## src/rtl/student_fir_pkg.sv

```systemverilog
// Shared types for the FIR coefficient read sequencer.
//   coeff_seq_state_e : sequencer FSM states
//   tap_bundle_t      : default FIFO entry (coefficient + tap metadata) at the
//                       default widths; the top builds an equivalent struct at
//                       its own parameter widths.
//   MinFifoDepth      : smallest output FIFO that sustains one tap per cycle
//                       (one entry being popped, one read in flight, one issuing).
package student_fir_pkg;

  localparam int MinFifoDepth   = 3;
  localparam int TapIdxWidth    = 10;
  localparam int TapCoeffWidth  = 16;

  typedef enum logic [1:0] {
    IDLE,
    RUN,
    DRAIN
  } coeff_seq_state_e;

  typedef struct packed {
    logic [TapCoeffWidth-1:0] coeff;
    logic [TapIdxWidth-1:0]   idx;
    logic                     first;
    logic                     last;
  } tap_bundle_t;

endpackage

```

## src/rtl/student_sync_fifo.sv

```systemverilog
// Generic synchronous FIFO with synchronous active-high reset.
//   clk_i        : clock, rising edge
//   rst_i        : synchronous reset, flushes pointers and occupancy
//   push_i       : write push_data_i (ignored when full)
//   push_data_i  : entry to write
//   pop_i        : drop the head entry (ignored when empty)
//   head_o       : current head entry (meaningful only when !empty_o)
//   occ_o        : number of stored entries
//   empty_o      : no entries stored
//   full_o       : Depth entries stored
module student_sync_fifo
  import student_fir_pkg::*;
#(
  parameter type entry_t = tap_bundle_t,
  parameter int  Depth   = 4
) (
  input  logic                         clk_i,
  input  logic                         rst_i,
  input  logic                         push_i,
  input  entry_t                       push_data_i,
  input  logic                         pop_i,
  output entry_t                       head_o,
  output logic [$clog2(Depth+1)-1:0]   occ_o,
  output logic                         empty_o,
  output logic                         full_o
);

  localparam int PtrW = $clog2(Depth);
  localparam int CntW = $clog2(Depth + 1);
  localparam logic [PtrW-1:0] LastPtr = PtrW'(Depth - 1);
  localparam logic [CntW-1:0] FullCnt = CntW'(Depth);

  entry_t            mem_q [Depth];
  logic [PtrW-1:0]   wr_ptr_q;
  logic [PtrW-1:0]   rd_ptr_q;
  logic [CntW-1:0]   count_q;
  logic              do_push;
  logic              do_pop;

  assign do_push = push_i && !full_o;
  assign do_pop  = pop_i && !empty_o;

  always_ff @(posedge clk_i) begin
    if (rst_i) begin
      wr_ptr_q <= '0;
      rd_ptr_q <= '0;
      count_q  <= '0;
    end else begin
      if (do_push) begin
        wr_ptr_q <= (wr_ptr_q == LastPtr) ? '0 : wr_ptr_q + 1'b1;
      end
      if (do_pop) begin
        rd_ptr_q <= (rd_ptr_q == LastPtr) ? '0 : rd_ptr_q + 1'b1;
      end
      case ({do_push, do_pop})
        2'b10:   count_q <= count_q + 1'b1;
        2'b01:   count_q <= count_q - 1'b1;
        default: count_q <= count_q;
      endcase
    end
  end

  // Storage needs no reset: the pointers decide what is visible.
  always_ff @(posedge clk_i) begin
    if (do_push) begin
      mem_q[wr_ptr_q] <= push_data_i;
    end
  end

  assign head_o  = mem_q[rd_ptr_q];
  assign occ_o   = count_q;
  assign empty_o = (count_q == '0);
  assign full_o  = (count_q == FullCnt);

endmodule

```

## src/rtl/student_fir_coeff_sequencer.sv

```systemverilog
// Read-side controller for the FIR coefficient DPRAM (port b). Each accepted
// sample starts a frame that reads coefficient addresses 0..tap_count, pairs
// every returned word with its tap index and first/last flags, and streams the
// bundles to the MAC array through a small FIFO that absorbs the 1-cycle RAM
// latency, so MAC backpressure never loses data.
//
// Optional feature macro: FIR_COEFF_BANK_SWAP_EN (double-buffered coefficient
// banks selected by the address MSB).
//
// Ports:
//   clk_i, rst_i          : clock, synchronous active-high reset
//   sample_valid_i/ready_o: frame start handshake (ready only in IDLE)
//   tap_count_i           : taps minus one, latched at frame start
//   coeff_en_o/addr_o     : RAM port-b read enable / address
//   coeff_data_i          : RAM port-b data, valid the cycle after coeff_en_o
//   tap_valid_o/ready_i   : tap bundle stream handshake
//   tap_coeff_o/idx_o     : coefficient and its tap index
//   tap_first_o/last_o    : first / last tap of the frame
//   frame_done_o          : pulse when the last tap is accepted
//   busy_o                : frame in progress
//   bank_swap_req_i       : request a coefficient bank swap (bank feature)
//   active_bank_o         : current coefficient bank (bank feature)
//
// state | meaning
// IDLE  | waiting for a sample; sample_ready_o high
// RUN   | issuing one coefficient read per cycle while the FIFO has credit
// DRAIN | all reads issued; waiting for the last bundle to be accepted
module student_fir_coeff_sequencer
  import student_fir_pkg::*;
#(
  parameter int AddrWidth     = 10,
  parameter int CoeffDataSize = 16,
  parameter int FifoDepth     = 4
) (
  input  logic                     clk_i,
  input  logic                     rst_i,
  input  logic                     sample_valid_i,
  output logic                     sample_ready_o,
  input  logic [AddrWidth-1:0]     tap_count_i,
  output logic                     coeff_en_o,
  output logic [AddrWidth-1:0]     coeff_addr_o,
  input  logic [CoeffDataSize-1:0] coeff_data_i,
  output logic                     tap_valid_o,
  input  logic                     tap_ready_i,
  output logic [CoeffDataSize-1:0] tap_coeff_o,
  output logic [AddrWidth-1:0]     tap_idx_o,
  output logic                     tap_first_o,
  output logic                     tap_last_o,
  output logic                     frame_done_o,
  output logic                     busy_o,
  input  logic                     bank_swap_req_i,
  output logic                     active_bank_o
);

  // A FIFO shallower than the minimum would only throttle throughput, so it
  // is quietly raised to the minimum.
  localparam int EffDepth = (FifoDepth < MinFifoDepth) ? MinFifoDepth : FifoDepth;
  localparam int CntW     = $clog2(EffDepth + 1);
  localparam logic [CntW:0] DepthCnt = (CntW + 1)'(EffDepth);

  typedef struct packed {
    logic [CoeffDataSize-1:0] coeff;
    logic [AddrWidth-1:0]     idx;
    logic                     first;
    logic                     last;
  } bundle_t;

  coeff_seq_state_e state_q, state_d;

  logic [AddrWidth-1:0] addr_q;
  logic [AddrWidth-1:0] tap_count_q;
  logic [AddrWidth-1:0] tap_count_eff;
  logic [AddrWidth-1:0] idx_q;
  logic                 en_q;
  logic                 last_q;

  logic                 accept;
  logic                 issue;
  logic                 issue_last;
  logic                 room;
  logic [CntW:0]        need;

  bundle_t              push_bundle;
  bundle_t              head;
  logic [CntW-1:0]      fifo_occ;
  logic                 fifo_empty;
  logic                 unused_fifo_full;
  logic                 pop;
  logic                 frame_done;

  // Credit: entries stored + read in flight + this read must fit. A pop in
  // the same cycle is deliberately not credited, keeping the check registered-only.
  assign need       = {1'b0, fifo_occ} + {{CntW{1'b0}}, en_q} + (CntW + 1)'(1);
  assign room       = (need <= DepthCnt);
  assign issue_last = (addr_q == tap_count_q);

  always_comb begin
    state_d        = state_q;
    sample_ready_o = 1'b0;
    busy_o         = 1'b1;
    issue          = 1'b0;
    accept         = 1'b0;
    case (state_q)
      IDLE: begin
        sample_ready_o = 1'b1;
        busy_o         = 1'b0;
        if (sample_valid_i) begin
          accept  = 1'b1;
          state_d = RUN;
        end
      end
      RUN: begin
        issue = room;
        if (room && issue_last) begin
          state_d = DRAIN;
        end
      end
      DRAIN: begin
        if (frame_done) begin
          state_d = IDLE;
        end
      end
      default: begin
        state_d = IDLE;
      end
    endcase
  end

  always_ff @(posedge clk_i) begin
    if (rst_i) begin
      state_q <= IDLE;
    end else begin
      state_q <= state_d;
    end
  end

  always_ff @(posedge clk_i) begin
    if (rst_i) begin
      addr_q      <= '0;
      tap_count_q <= '0;
      idx_q       <= '0;
      en_q        <= 1'b0;
      last_q      <= 1'b0;
    end else begin
      en_q <= issue;
      if (accept) begin
        addr_q      <= '0;
        tap_count_q <= tap_count_eff;
      end
      if (issue) begin
        idx_q  <= addr_q;
        last_q <= issue_last;
        // The final address is held rather than incremented so it never wraps.
        if (!issue_last) begin
          addr_q <= addr_q + 1'b1;
        end
      end
    end
  end

  assign push_bundle.coeff = coeff_data_i;
  assign push_bundle.idx   = idx_q;
  assign push_bundle.first = (idx_q == '0);
  assign push_bundle.last  = last_q;

  student_sync_fifo #(
    .entry_t (bundle_t),
    .Depth   (EffDepth)
  ) u_fifo (
    .clk_i       (clk_i),
    .rst_i       (rst_i),
    .push_i      (en_q),
    .push_data_i (push_bundle),
    .pop_i       (pop),
    .head_o      (head),
    .occ_o       (fifo_occ),
    .empty_o     (fifo_empty),
    .full_o      (unused_fifo_full)
  );

  assign tap_valid_o  = !fifo_empty;
  assign pop          = tap_valid_o && tap_ready_i;
  assign frame_done   = (state_q == DRAIN) && pop && head.last;
  assign frame_done_o = frame_done;

  // Stale FIFO storage is masked so idle outputs read as zero.
  assign tap_coeff_o  = tap_valid_o ? head.coeff : '0;
  assign tap_idx_o    = tap_valid_o ? head.idx   : '0;
  assign tap_first_o  = tap_valid_o && head.first;
  assign tap_last_o   = tap_valid_o && head.last;
  assign coeff_en_o   = issue;

`ifdef FIR_COEFF_BANK_SWAP_EN
  logic bank_q;
  logic pending_q;
  logic swap_now;
  logic unused_count_msb;

  // Swaps only happen at a frame boundary so a frame never mixes banks.
  assign swap_now = pending_q && (frame_done || (state_q == IDLE));

  always_ff @(posedge clk_i) begin
    if (rst_i) begin
      bank_q    <= 1'b0;
      pending_q <= 1'b0;
    end else if (swap_now) begin
      bank_q    <= ~bank_q;
      pending_q <= bank_swap_req_i;
    end else if (bank_swap_req_i) begin
      pending_q <= 1'b1;
    end
  end

  assign unused_count_msb = tap_count_i[AddrWidth-1];
  assign tap_count_eff    = {1'b0, tap_count_i[AddrWidth-2:0]};
  assign coeff_addr_o     = {bank_q, addr_q[AddrWidth-2:0]};
  assign active_bank_o    = bank_q;
`else
  logic unused_bank_req;

  assign unused_bank_req = bank_swap_req_i;
  assign tap_count_eff   = tap_count_i;
  assign coeff_addr_o    = addr_q;
  assign active_bank_o   = 1'b0;
`endif

endmodule
```

## config.mk

```make
export PLATFORM = sky130hd
export DESIGN_NAME = student_fir_coeff_sequencer
export DESIGN_NICKNAME = d
export VERILOG_FILES = /design/src/rtl/student_fir_pkg.sv /design/src/rtl/student_sync_fifo.sv /design/src/rtl/student_fir_coeff_sequencer.sv
export SDC_FILE = /design/constraint.sdc
export NUM_CORES = 1
export LEC_CHECK = 0
export ABC_AREA = 1
export CELL_PAD_IN_SITES_DETAIL_PLACEMENT = 1
export CELL_PAD_IN_SITES_GLOBAL_PLACEMENT = 1
export CORE_MARGIN = 4
export CORE_UTILIZATION = 25
export DETAILED_ROUTE_END_ITERATION = 10
export HOLD_SLACK_MARGIN = 0.08
export PLACE_DENSITY = 0.49
export SLEW_MARGIN = 20
export SYNTH_ARGS = -nofsm -noshare
export SYNTH_HDL_FRONTEND = slang
export SYNTH_SLANG_ARGS = --single-unit
```

## constraint.sdc

```tcl
create_clock -name clk_i -period 3 [get_ports clk_i]
set_input_delay 0.75 -clock clk_i [delete_from_list [all_inputs] [get_ports clk_i]]
set_output_delay 0.75 -clock clk_i [all_outputs]
set_load 0.01 [all_outputs]
```

==> flow_summary.json <==
{
  "die_w_um": 169,
  "yosys.area_share.simple": 0.165,
  "final_antenna_net_count": 0,
  "yosys-mux-area-fraction": 0,
  "synthAdderAreaFrac": 0.0203,
  "synth_seq_area_share": 0.648,
  "crit_arrival_ns": 2.14,
  "synth_edf_count": 112,
  "clkTransAtPathRegs_ns": 0.07,
  "synth_top_family_by_area": "simple AND/OR/NAND/NOR gates",
  "syn-num-nets": 701,
  "drv_slew": 0,
  "cap_violations": 0,
  "dpl.hpwl_mm": 11.1,
  "first_pass_iters": 4,
  "grt_max_degree": 37,
  "antenna_found_initial": 0,
  "viasPerCell": 4.49,
  "cts_buffer_depth": 2,
  "port_buffers": 72,
  "drive_above_1_share": 0.103,
  "cpPeakStageDelay_ns": 0.59,
  "wl_per_cell_um": 16.3,
  "hold_path.class": "register to register",
  "io_pins": 75,
  "synth_cell_type_count": 30,
  "power_leakage_nw": 3.04,
  "grt_pass1_wl_mm": 28.1,
  "syn_area_mm2": 0.00652,
  "dieArea_mm2": 0.0287,
  "die_y_um": 169,
  "crit_type": "register to output pin",
  "grt_overflow_total": 0,
  "final_util": 0.329,
  "cts.sink_count": 155,
  "pre_cts_slack_ns": 0.170,
  "cts-root-buf": "clkbuf_16",
  "insertion_delay_ns": 0.42,
  "worst_pin_slew_ns": 0.801,
  "synth_largest_area_cell": "edfxtp_1",
  "slowest_stage": "clkdlybuf4s50_1",
  "drc": 0,
  "synthArstFlopShare": 0,
  "synth_most_common_cell": "nor2_1",
  "diodes": 0,
  "drt_wl_total_mm": 17.6,
  "cp_max_fo": 36,
  "fin_crit_sh": 0.963,
  "synth_xor_xnor_area_share": 0,
  "path_common_cell": "nor2_1",
  "grt_pass1_vias": 5191,
  "hold_viol": 0,
  "cts_tree": "yes",
  "yosys_most_used_dff": "edfxtp_1",
  "core_mm2": 0.0254,
  "synth_area_leaders": "edfxtp_1, dfxtp_1, nor2_1",
  "status": "finished, final reports clean",
  "skew_ns": 0.00985,
  "cts-resized-gates": 5,
  "fmax_mhz": 346,
  "max-vdd-ir-drop_v": 0.000409,
  "cts_buffers": 17,
  "synth_compound_area_frac": 0.114,
  "min_period_ns": 2.89,
  "synth_top_area_frac": 0.516,
  "required_ns": 2.25,
  "h-tree-depth": 4,
  "hold_buffers": 0,
  "grt_setup_unrepaired": "yes",
  "grt_use_total": 0.126,
  "slew_headroom": 0.465,
  "nNetsFinal": 779,
  "worstPathCellList": "buf_12, nor2_1, nor2_1, o21ai_0, a21oi_1, clkdlybuf4s50_1",
  "core.rowCount": 58,
  "ys_seq_elements": 155,
  "syn-mean-instance-area_um2": 9.88,
  "setup_viol": 0,
  "synthTopCellsByCount": "nor2_1, edfxtp_1, nand2_1",
  "drt-initial-drc-count": 233,
  "hold_slack_ns": 0.477,
  "worst_slack_ns": 0.112,
  "syn2layout_area_growth_pct": 28.1,
  "netlist_instances": 660,
  "crit_path_end_kind": "output pin",
  "yosysWarnings": 0,
  "cts_setup_buffers": 0,
  "fill_cells": 2872,
  "place_congestion": 0.716,
  "num_vias": 4849,
  "worst_setup_path_start_kind": "register",
  "powerDensity_mw_per_mm2": 746,
  "start_util": 0.257,
  "tns_ns": 0
}
## metrics by stage
step                      cells  area (µm²)  power [mW]
after global routing       1081        8350        6.59
after global placement     1049        7710        4.04
after floorplan             660        6520        3.31
final                      1081        8350        6.23
after detailed placement   1049        7710        4.08
after CTS                  1081        8330        6.36
## layer usage
metal,vias to the layer above,global-route usage,wire length [µm],share of wire
met5,-,0,0,0
met4,0,0.0389,272,0.015
met3,22,0.0312,759,0.043
met2,97,0.222,8810,0.50
met1,2350,0.152,7760,0.44
li1,2380,-,-,-
## final timing paths
| path | startpoint | to | slack [ns] | cells past startpoint |
|---|---|---|---|---|
| hold / removal | tap_count_q[5]$_SDFFE_PP0P_ | tap_count_q[5]$_SDFFE_PP0P_ | 0.48 | 2 |
| setup / recovery | register | tap_idx_o[5] | 0.11 | 6 |
| hold reg to reg | tap_count_q[5]$_SDFFE_PP0P_ | tap_count_q[5]$_SDFFE_PP0P_ | 0.48 | 2 |
| setup reg to reg | u_fifo.occ_o[2]$_SDFFE_PP0P_ | u_fifo.occ_o[2]$_SDFFE_PP0P_ | 0.88 | 10 |
## layout by cell type (no fill, tap or decap), types with 3 or more instances in the layout
master / Yosys / routed
a21oi_1: 62 / 62
buf_4: 1 / 14
bufinv_16: 0 / 3
clkbuf_16: 0 / 17
clkdlybuf4s50_1: 0 / 68
dfxtp_1: 43 / 41
dlymetal6s2s_1: 0 / 3
edfxtp_1: 112 / 112
ha_1: 9 / 9
inv_1: 42 / 41
inv_2: 10 / 9
inv_6: 0 / 5
nand2_1: 84 / 84
nand3_1: 20 / 19
nand3_2: 2 / 3
nor2_1: 146 / 142
nor2_2: 3 / 3
nor2_4: 1 / 5
nor3_1: 4 / 3
o21ai_0: 77 / 77
## worst max-delay path, delay by kind of cell, from the launching register on
family                 cells  cell delay [ns]
AND/OR/NAND/NOR            2             0.15
flip-flops                 1             0.40
AO/OA/AOI/OAI              2             0.34
buffers and inverters      2             0.81
## report_power, final
group	internal, mW	switching (mW)	leakage, nW
clock	1.33	0.900	0.298
combinational	0.619	0.905	1.36
sequential	2.41	0.0716	1.37
## logic make-up (layout without fill, tap and decap cells)
logic type                 count (synthesis)  after routing
AOI/OAI and AO/OA                        144            144
adders and majority gates                 10             10
buffers and inverters                     84            175
DFF                                      155            155
other                                      1              1
and+or+nand+nor                          266            266
## layout make-up
type	instances	area, µm²	share of cell area
flip-flops and latches	155	4230	0.506
repair buffers	91	910	0.109
well taps	330	413	0.0494
clock buffers	18	429	0.0514
multi-input cells	421	1990	0.239
inverters	52	199	0.0238
clock inverters	14	181	0.0217
## flip-flops by register name (all words and copies together), names as in the netlist, named ones only
register,cells
coeff_addr_o,10
u_fifo.occ_o,3
tap_count_q,10
u_fifo.mem_q,112
last_q,1
en_q,1
state_q,2
idx_q,10
u_fifo.rd_ptr_q,2
u_fifo.wr_ptr_q,2
(Power assumes the default switching activity.)
